**src/rtl/ram_responder_pkg.sv**
```systemverilog
// Shared definitions for the RAM responder and the initiator-side blocks that talk to it.
//   state_t     : responder FSM states (CLEAR sweep, IDLE, RESP holding a read result)
//   DEF_ADDR_W  : default address width (depth = 2**DEF_ADDR_W words)
//   DEF_DATA_W  : default data word width
package ram_responder_pkg;

    localparam int unsigned DEF_ADDR_W = 8;
    localparam int unsigned DEF_DATA_W = 8;

    typedef enum logic [1:0] {
        CLEAR = 2'd0,
        IDLE  = 2'd1,
        RESP  = 2'd2
    } state_t;

endpackage : ram_responder_pkg

```
**src/rtl/ram_array.sv**
```systemverilog
// Single-port synchronous RAM with a registered read port (read-before-write), block-RAM inferable.
// No reset: contents are defined only by whoever writes them.
//   address : word address
//   clock   : rising-edge clock
//   data    : write data
//   wren    : write enable
//   q       : registered read data of mem[address] from the previous edge
module ram_array #(
    parameter int unsigned ADDR_W = 8,
    parameter int unsigned DATA_W = 8
) (
    input  logic [ADDR_W-1:0] address,
    input  logic              clock,
    input  logic [DATA_W-1:0] data,
    input  logic              wren,
    output logic [DATA_W-1:0] q
);

    localparam int unsigned DEPTH = 2 ** ADDR_W;

    logic [DATA_W-1:0] mem [DEPTH];

    // Write port plus registered read of the same address.
    always_ff @(posedge clock) begin
        if (wren) begin
            mem[address] <= data;
        end
        q <= mem[address];
    end

endmodule : ram_array

```
**src/rtl/ram_responder.sv**
```systemverilog
// Valid/ready RAM responder: clears the whole array after reset, then serves single-word
// writes (no response) and reads (one response, at most one outstanding).
//   clock, reset_n           : clock and asynchronous active-low reset
//   req_valid / req_ready    : request handshake
//   req_wen                  : 1 = write, 0 = read
//   req_address / req_data   : request word address and write data
//   rsp_valid / rsp_ready    : read-response handshake
//   rsp_data                 : read result, 0 when no response is held
//   busy                     : high while the post-reset clear sweep runs
module ram_responder
    import ram_responder_pkg::*;
#(
    parameter int unsigned ADDR_W = DEF_ADDR_W,
    parameter int unsigned DATA_W = DEF_DATA_W
) (
    input  logic              clock,
    input  logic              reset_n,
    input  logic              req_valid,
    output logic              req_ready,
    input  logic              req_wen,
    input  logic [ADDR_W-1:0] req_address,
    input  logic [DATA_W-1:0] req_data,
    output logic              rsp_valid,
    input  logic              rsp_ready,
    output logic [DATA_W-1:0] rsp_data,
    output logic              busy
);

    // One extra bit so the counter's MSB flags that the last address was written.
    localparam int unsigned CNT_W = ADDR_W + 1;

    state_t            state;
    logic [CNT_W-1:0]  clr_cnt;
    logic [CNT_W-1:0]  clr_next;
    logic [ADDR_W-1:0] rd_addr;
    logic              accept;
    logic              rd_accept;
    logic [ADDR_W-1:0] ram_addr;
    logic [DATA_W-1:0] ram_wdata;
    logic              ram_wren;
    logic [DATA_W-1:0] ram_q;

    // Handshake: in RESP a new request is only taken when the current result retires.
    always_comb begin
        req_ready = 1'b0;
        case (state)
            IDLE:    req_ready = 1'b1;
            RESP:    req_ready = rsp_ready;
            default: req_ready = 1'b0;
        endcase
    end

    assign accept    = req_valid && req_ready;
    assign rd_accept = accept && !req_wen;
    assign clr_next  = clr_cnt + CNT_W'(1);

    // RAM port mux: clear sweep, stalled response (re-read held address so q stays put),
    // or the live request path.
    always_comb begin
        ram_addr  = req_address;
        ram_wdata = req_data;
        ram_wren  = 1'b0;
        case (state)
            CLEAR: begin
                ram_addr  = clr_cnt[ADDR_W-1:0];
                ram_wdata = '0;
                ram_wren  = 1'b1;
            end
            RESP: begin
                if (!rsp_ready) begin
                    ram_addr = rd_addr;
                end else begin
                    ram_wren = accept && req_wen;
                end
            end
            default: begin
                ram_wren = accept && req_wen;
            end
        endcase
    end

    // FSM, clear counter and registered status outputs.
    always_ff @(posedge clock or negedge reset_n) begin
        if (!reset_n) begin
            state     <= CLEAR;
            clr_cnt   <= '0;
            rsp_valid <= 1'b0;
            busy      <= 1'b1;
            rd_addr   <= '0;
        end else begin
            case (state)
                CLEAR: begin
                    clr_cnt <= clr_next;
                    if (clr_next[ADDR_W]) begin
                        state <= IDLE;
                        busy  <= 1'b0;
                    end
                end
                IDLE: begin
                    if (rd_accept) begin
                        state     <= RESP;
                        rsp_valid <= 1'b1;
                        rd_addr   <= req_address;
                    end
                end
                RESP: begin
                    if (rsp_ready) begin
                        if (rd_accept) begin
                            rd_addr <= req_address;
                        end else begin
                            state     <= IDLE;
                            rsp_valid <= 1'b0;
                        end
                    end
                end
                default: begin
                    state     <= CLEAR;
                    clr_cnt   <= '0;
                    rsp_valid <= 1'b0;
                    busy      <= 1'b1;
                end
            endcase
        end
    end

    // The RAM's registered q is the read result; masked so nothing leaks out when idle.
    assign rsp_data = rsp_valid ? ram_q : '0;

    ram_array #(
        .ADDR_W (ADDR_W),
        .DATA_W (DATA_W)
    ) u_ram (
        .address (ram_addr),
        .clock   (clock),
        .data    (ram_wdata),
        .wren    (ram_wren),
        .q       (ram_q)
    );

endmodule : ram_responder

```
**config.mk**
```make
export PLATFORM = sky130hd
export DESIGN_NAME = ram_responder
export DESIGN_NICKNAME = d
export VERILOG_FILES = /design/src/rtl/ram_responder_pkg.sv /design/src/rtl/ram_array.sv /design/src/rtl/ram_responder.sv
export SDC_FILE = /design/constraint.sdc
export NUM_CORES = 2
export LEC_CHECK = 0
export ABC_AREA = 0
export BUFFER_PORTS_ARGS = -buffer_cell sky130_fd_sc_hd__buf_2
export CORE_MARGIN = 5
export CORE_UTILIZATION = 40
export CTS_CLUSTER_SIZE = 20
export DETAILED_ROUTE_END_ITERATION = 12
export HOLD_SLACK_MARGIN = 0.15
export PLACE_DENSITY_LB_ADDON = 0.1
export REMOVE_ABC_BUFFERS = 1
export SYNTH_ARGS = -nofsm -noshare
export SYNTH_HDL_FRONTEND = slang
export SYNTH_SLANG_ARGS = --single-unit
```
**constraint.sdc**
```tcl
create_clock -name clock -period 21.8 [get_ports clock]
set_clock_uncertainty 0.2 [all_clocks]
set_input_delay 1.09 -clock clock [delete_from_list [all_inputs] [get_ports clock]]
set_output_delay 1.09 -clock clock [all_outputs]
set_load 0.005 [all_outputs]
```
======== Word level (Yosys, flattened, before mapping) ========
Memories as Yosys holds them, arrays and structs flattened. A register that Yosys moved wholly into a read port is not among the register bits.
Index checks and enable logic that the tools add are counted.
W data, S select, Z words.
storage, ports and cells
  bits in writable memories ............... 2048
  register bits after elaboration ......... 21
  input bits .............................. 21
  memories ................................ 1
memory list
  memory     depth  bits a word  rd ports  clocked after memory_dff  wr ports  RTL line         text
  u_ram.mem  256    8            1         1                         1         ram_array.sv:21  logic [DATA_W-1:0] mem [DEPTH];
cells by class
  multiplexer cells ....................... 24
  reduce and logical (&&, ||, !) cells .... 11
  equal/unequal tests ..................... 6
  $add $sub $neg .......................... 1
  bitwise gates (word level) .............. 2
operators with widths
  kind                   number
  $mux W8                5
  $pmux W8 S2            2
  $pmux W9 S2            1
  $add A9 B1 Y9 const B  1
  $mux W2                4
  $ne A2 B2 Y1 const B   4
  $reduce_and A4 Y1      2
  $mux W1                7
  $pmux W1 S2            3
  $pmux W2 S3            1
  $reduce_and A2 Y1      2
  $logic_and A1 B1 Y1    3
  $pmux W1 S3            1
  $eq A2 B1 Y1 const B   1
  $eq A2 B2 Y1 const B   1
  $logic_not A2 Y1       1
  $not A1 Y1             2
  $reduce_bool A2 Y1     1
  $reduce_or A2 Y1       1
  $logic_not A1 Y1       1

======== Logic depth before layout (Yosys ltp) ========
  depth after elaboration ................. 8
  depth in mapped cells ................... 17
  mapped depth without buffers ............ 12

======== Cells and area by module ========
From an unflattened synthesis, not the netlist that was laid out.
second synthesis, totals
  cells, all modules ...................... 3694
  area total of the unflattened synthesis .. 79825.3 µm²
by module, submodules not included
  module         cells each  area each (µm²)  sequential area each (µm²)  instances
  ram_array      3547        78492.8          61659.1                     1
  ram_responder  147         1332.5           526.8                       1

======== Worst setup path before layout ========
No wires, ideal clock.
  kind .................................... reg-to-reg
  start ................................... reg state[0]
  end ..................................... mem u_ram.mem[0][4], data pin
  buffers on the path ..................... 2
  arrival time ............................ 7.301 ns
  library setup time ...................... 1.446 ns
  slack ................................... 12.852 ns
  stages on the path, launching flop included .. 6
  path through ............................ dfrtp_1 -> inv_1 -> ha_1 -> buf_2 -> buf_1 -> nor2b_1
between the ends
  longest elaborated chain between the ends .. 2
RTL lines
  item                      RTL line              text
  start: declaration        ram_responder.sv:32   state_t state;
  start signal: assignment  ram_responder.sv:85   state <= CLEAR;
  start signal: assignment  ram_responder.sv:95   state <= IDLE;
  start signal: assignment  ram_responder.sv:101  state <= RESP;
  $logic_not A2 Y1          ram_responder.sv:63   case (state)
  $mux W8                   ram_responder.sv:63
  net ram_wdata[4]          ram_responder.sv:39   logic [DATA_W-1:0] ram_wdata;
  end: declaration          ram_array.sv:21
The timed path passes the listed nets, and every way through them passes these cells.

======== Worst setup path in the final report ========
  start ................................... reg state[0]
  end ..................................... reg u_ram.q[4] (read register of u_ram.mem)
between the ends
  longest elaborated chain between the ends .. 2
  elaborated cells between the ends (all ways) .. 3
RTL lines
  item                                                     RTL line             text
  $eq A2 B2 Y1 / $logic_not A2 Y1 (equally long branches)  ram_responder.sv:63
  $pmux W8 S2 *                                            ram_responder.sv:63
  end: declaration                                         ram_array.sv:16      output logic [DATA_W-1:0] q
Mark *: on every way between the ends. The rest lies on a longest branch, timed or not.
A chain may end at the register's enable or synchronous reset.

==> reports/results.ini <==
[yosys]
synthCells=4647
synth.most_common_cell=edfxtp_1
yosysWarnings=0
yosys.area.top_type=edfxtp_1
post_synth.cell_area_avg_um2=16.7
syn_area_um2=77600
synth_compound_area_share_pct=12.2
synthAdderAreaFrac_pct=0.113
synth_top_family_by_area=compound AO/OA/AOI/OAI gates
ys.flop_type=edfxtp_1
synthDistinctLibCells=72
ys_seq_area_share_pct=80.1
synthMuxAreaShare_pct=0.185
ys_top_cells_by_count=edfxtp_1 (2048), nand2_1 (451), a222oi_1 (430)
synth_top_area_share_pct=79.2
synth_edf_count=2048
synth_async_sr_flop_share_pct=1.01
synthSimpleGateAreaFrac_pct=5.35
synth-seq-cells=2077
synth_area_leaders=edfxtp_1 (79%), a222oi_1 (5.5%), a21oi_1 (2.4%)
synth-xor-area-share_pct=0.0338

[power_and_ir_drop]
vdd_ir_drop_max_mv=0.0591
p_leak_nw=25.7
power_density_nw_per_um2=89.4

[worst_setup_path]
rrSetupSlack_ns=15.37
worstReg2RegStart=state[0]
cpPeakStageDelay_ns=1.12
path_delay_family=simple AND/OR/NAND/NOR gates
crit_arrival_ns=6.92
worst-setup-path-type=flip-flop to flip-flop
worstReg2RegEnd=u_ram.q[4]
cp-end-kind=flip-flop
cpMostUsedCell=buf_4
reg2reg_depth=16
path_cells=inv_1 > ha_2 > buf_4 > or2_1 > and3_1 > a221o_1 > buf_4 > nor2_4 > buf_4 > nand2_1 > buf_4 > a21oi_1 > nor4_1 > nand4_1 > o211ai_1 > o31ai_1
crit_required_ns=22.29
cp_max_fo=24
slowest_stage=nor4_1
crit_buf_inv=5
startpoint_type=flip-flop
cp_num_cells=16

[routing]
ant_nets=0
drt_iter0_drc=6433
dr.pass1.iters=9
wl_mm=232
vias_per_cell=6.08
vias=44900
drc=0
avgRoutedWirePerCell_um=31.5

[cells_and_area]
syn_to_final_growth_pct=12.3
fillers=16700
fin_cells=7379
multi_input_area_um2=14100
final-seq-area_um2=62200
drive_gt1_share_pct=9.86
final_area_um2=87100
fin_nets=4693

[grt]
grt_antenna_before_repair=18
grt_max_degree=192
grt_pass1_wl_mm=333
grt_pass1_vias=43900
met1_usage_pct=32.7
busiest_layer=met2
grt_usage_pct=22.4
overflow=0
met2_usage_pct=35.9
use_met3_pct=3.21

[placed_design]
place_ws_ns=15.22
place_inst=6976
io_buffer_count=31
placed_area_um2=80500
place_congestion=0.836
dpl.hpwl_mm=133

[clock_network]
postCtsSetupRepairBufs=0
ctsHtreeMaxLevel=4
cts_root_buffer=clkbuf_16
clock_sinks=2077
cts_tree=yes
clock_path_buffers=3
clkLatencyLatePin_ns=0.85
cts_buffers=212
clkTransAtPathRegs_ns=0.06
cts_resized=0

[floorplanning]
ios=32
initial_core_util_pct=40.3
row_count=161
die_h_um=451
die_w_um=451
die_area_um2=203000
core_area_um2=193000

[sta]
fin_ws_ns=15.37
finalHoldViolCount=0
min_period_ns=6.43
setup_tns_ns=0
fmax_mhz=156
setup_viol_count_final=0
post-route-period-util_pct=29.5
rsz0062_at_grt=no
slew_headroom_pct=5.18
max_slew.worst_pin.slew_ns=1.42
drv_slew=0

[hold_path]
hold_class=flip-flop to flip-flop
holdPathEnd=rd_addr[2]
min_path_cells=1
min_from=rd_addr[2]

[run_status]
outcome=finished clean

[job]
drv_cap=0

-- cells by family after synthesis --
kind of cell | count (synthesis)
AOI/OAI and AO/OA | 1232
xor gates and xnor gates | 3
adders and majority gates | 7
buffers and inverters | 332
DFF | 2077
muxes | 13
and+or+nand+nor | 983
-- what timing repair did --
item                       CTS  global route
hold buffers                 1             0
setup endpoints to repair    0             0
hold endpoints to repair    20             0
-- where the power goes --
group | internal (mW) | total, mW | switching, mW
registers | 4.32 | 4.32 | 0
logic | 0.00259 | 0.00766 | 0.00506
clock network | 1.94 | 3.46 | 1.53
total | 6.26 | 7.79 | 1.53
-- cells in the final DEF, fill, tap and decap left out, drive strengths merged, types with 11 or more instances in the layout --
cell	netlist	final
clkbuf	168	276
a2111oi	21	21
a221oi	83	83
dfrtp	20	20
a22oi	27	27
o211ai	22	22
buf	161	131
and2	17	17
a22o	43	43
o21ai	100	100
nand3	44	44
a222oi	430	430
edfxtp	2048	2048
nand2	452	452
nor4	44	44
clkinv	0	99
nand4	13	13
a211oi	28	28
nor3	37	37
o221ai	14	14
mux2	11	11
nor2	334	334
a221o	19	19
o22ai	27	27
and3	11	11
a21oi	378	378
-- per-layer routing --
layer  part of all wire (%)  vias to the layer above
li1                       -                    19300
met5                      0                        -
met3                    6.8                      293
met1                     43                    23500
met4                    2.0                        0
met2                     48                     1787
-- state kept, by name, summed over array words and instances, names as in the netlist --
name,flops
rsp_valid,1
u_ram.mem,2048
u_ram.q,8
busy,1
clr_cnt,9
rd_addr,8
state,2
-- through the flow --
step / hold WS [ns] / power [mW] / utilization (%)
after floorplan: 0.269 / 4.40 / -
after global placement: 0.284 / 4.41 / 41.8
after detailed placement: 0.299 / 4.41 / 41.8
after CTS: 0.312 / 7.85 / 45.2
after global routing: 0.324 / 8.03 / 45.2
final: 0.311 / 7.79 / 45.2
-- layout make-up --
type                       instances  area share, %
sequential                      2077           71.4
multi-input combinational       2238           16.2
clock buffer                     276           6.45
tap                             2526           3.63
timing repair buffer             133           1.23
clock inverter                   119           1.10
antenna                            7         0.0201
inverter                           3         0.0129
-- worst max path at each step --
stage	end	start	slack (ns)
after global routing	u_ram.q[5]	state[0]	15.22
after detailed placement	u_ram.q[7]	rsp_ready	15.22
after global placement	u_ram.q[0]	rsp_ready	14.67
final	u_ram.q[4]	state[0]	15.37
after floorplan	u_ram.q[6]	state[0]	8.48
after CTS	u_ram.q[5]	state[0]	15.39
Note: power is estimated with default switching activity, not from simulation.
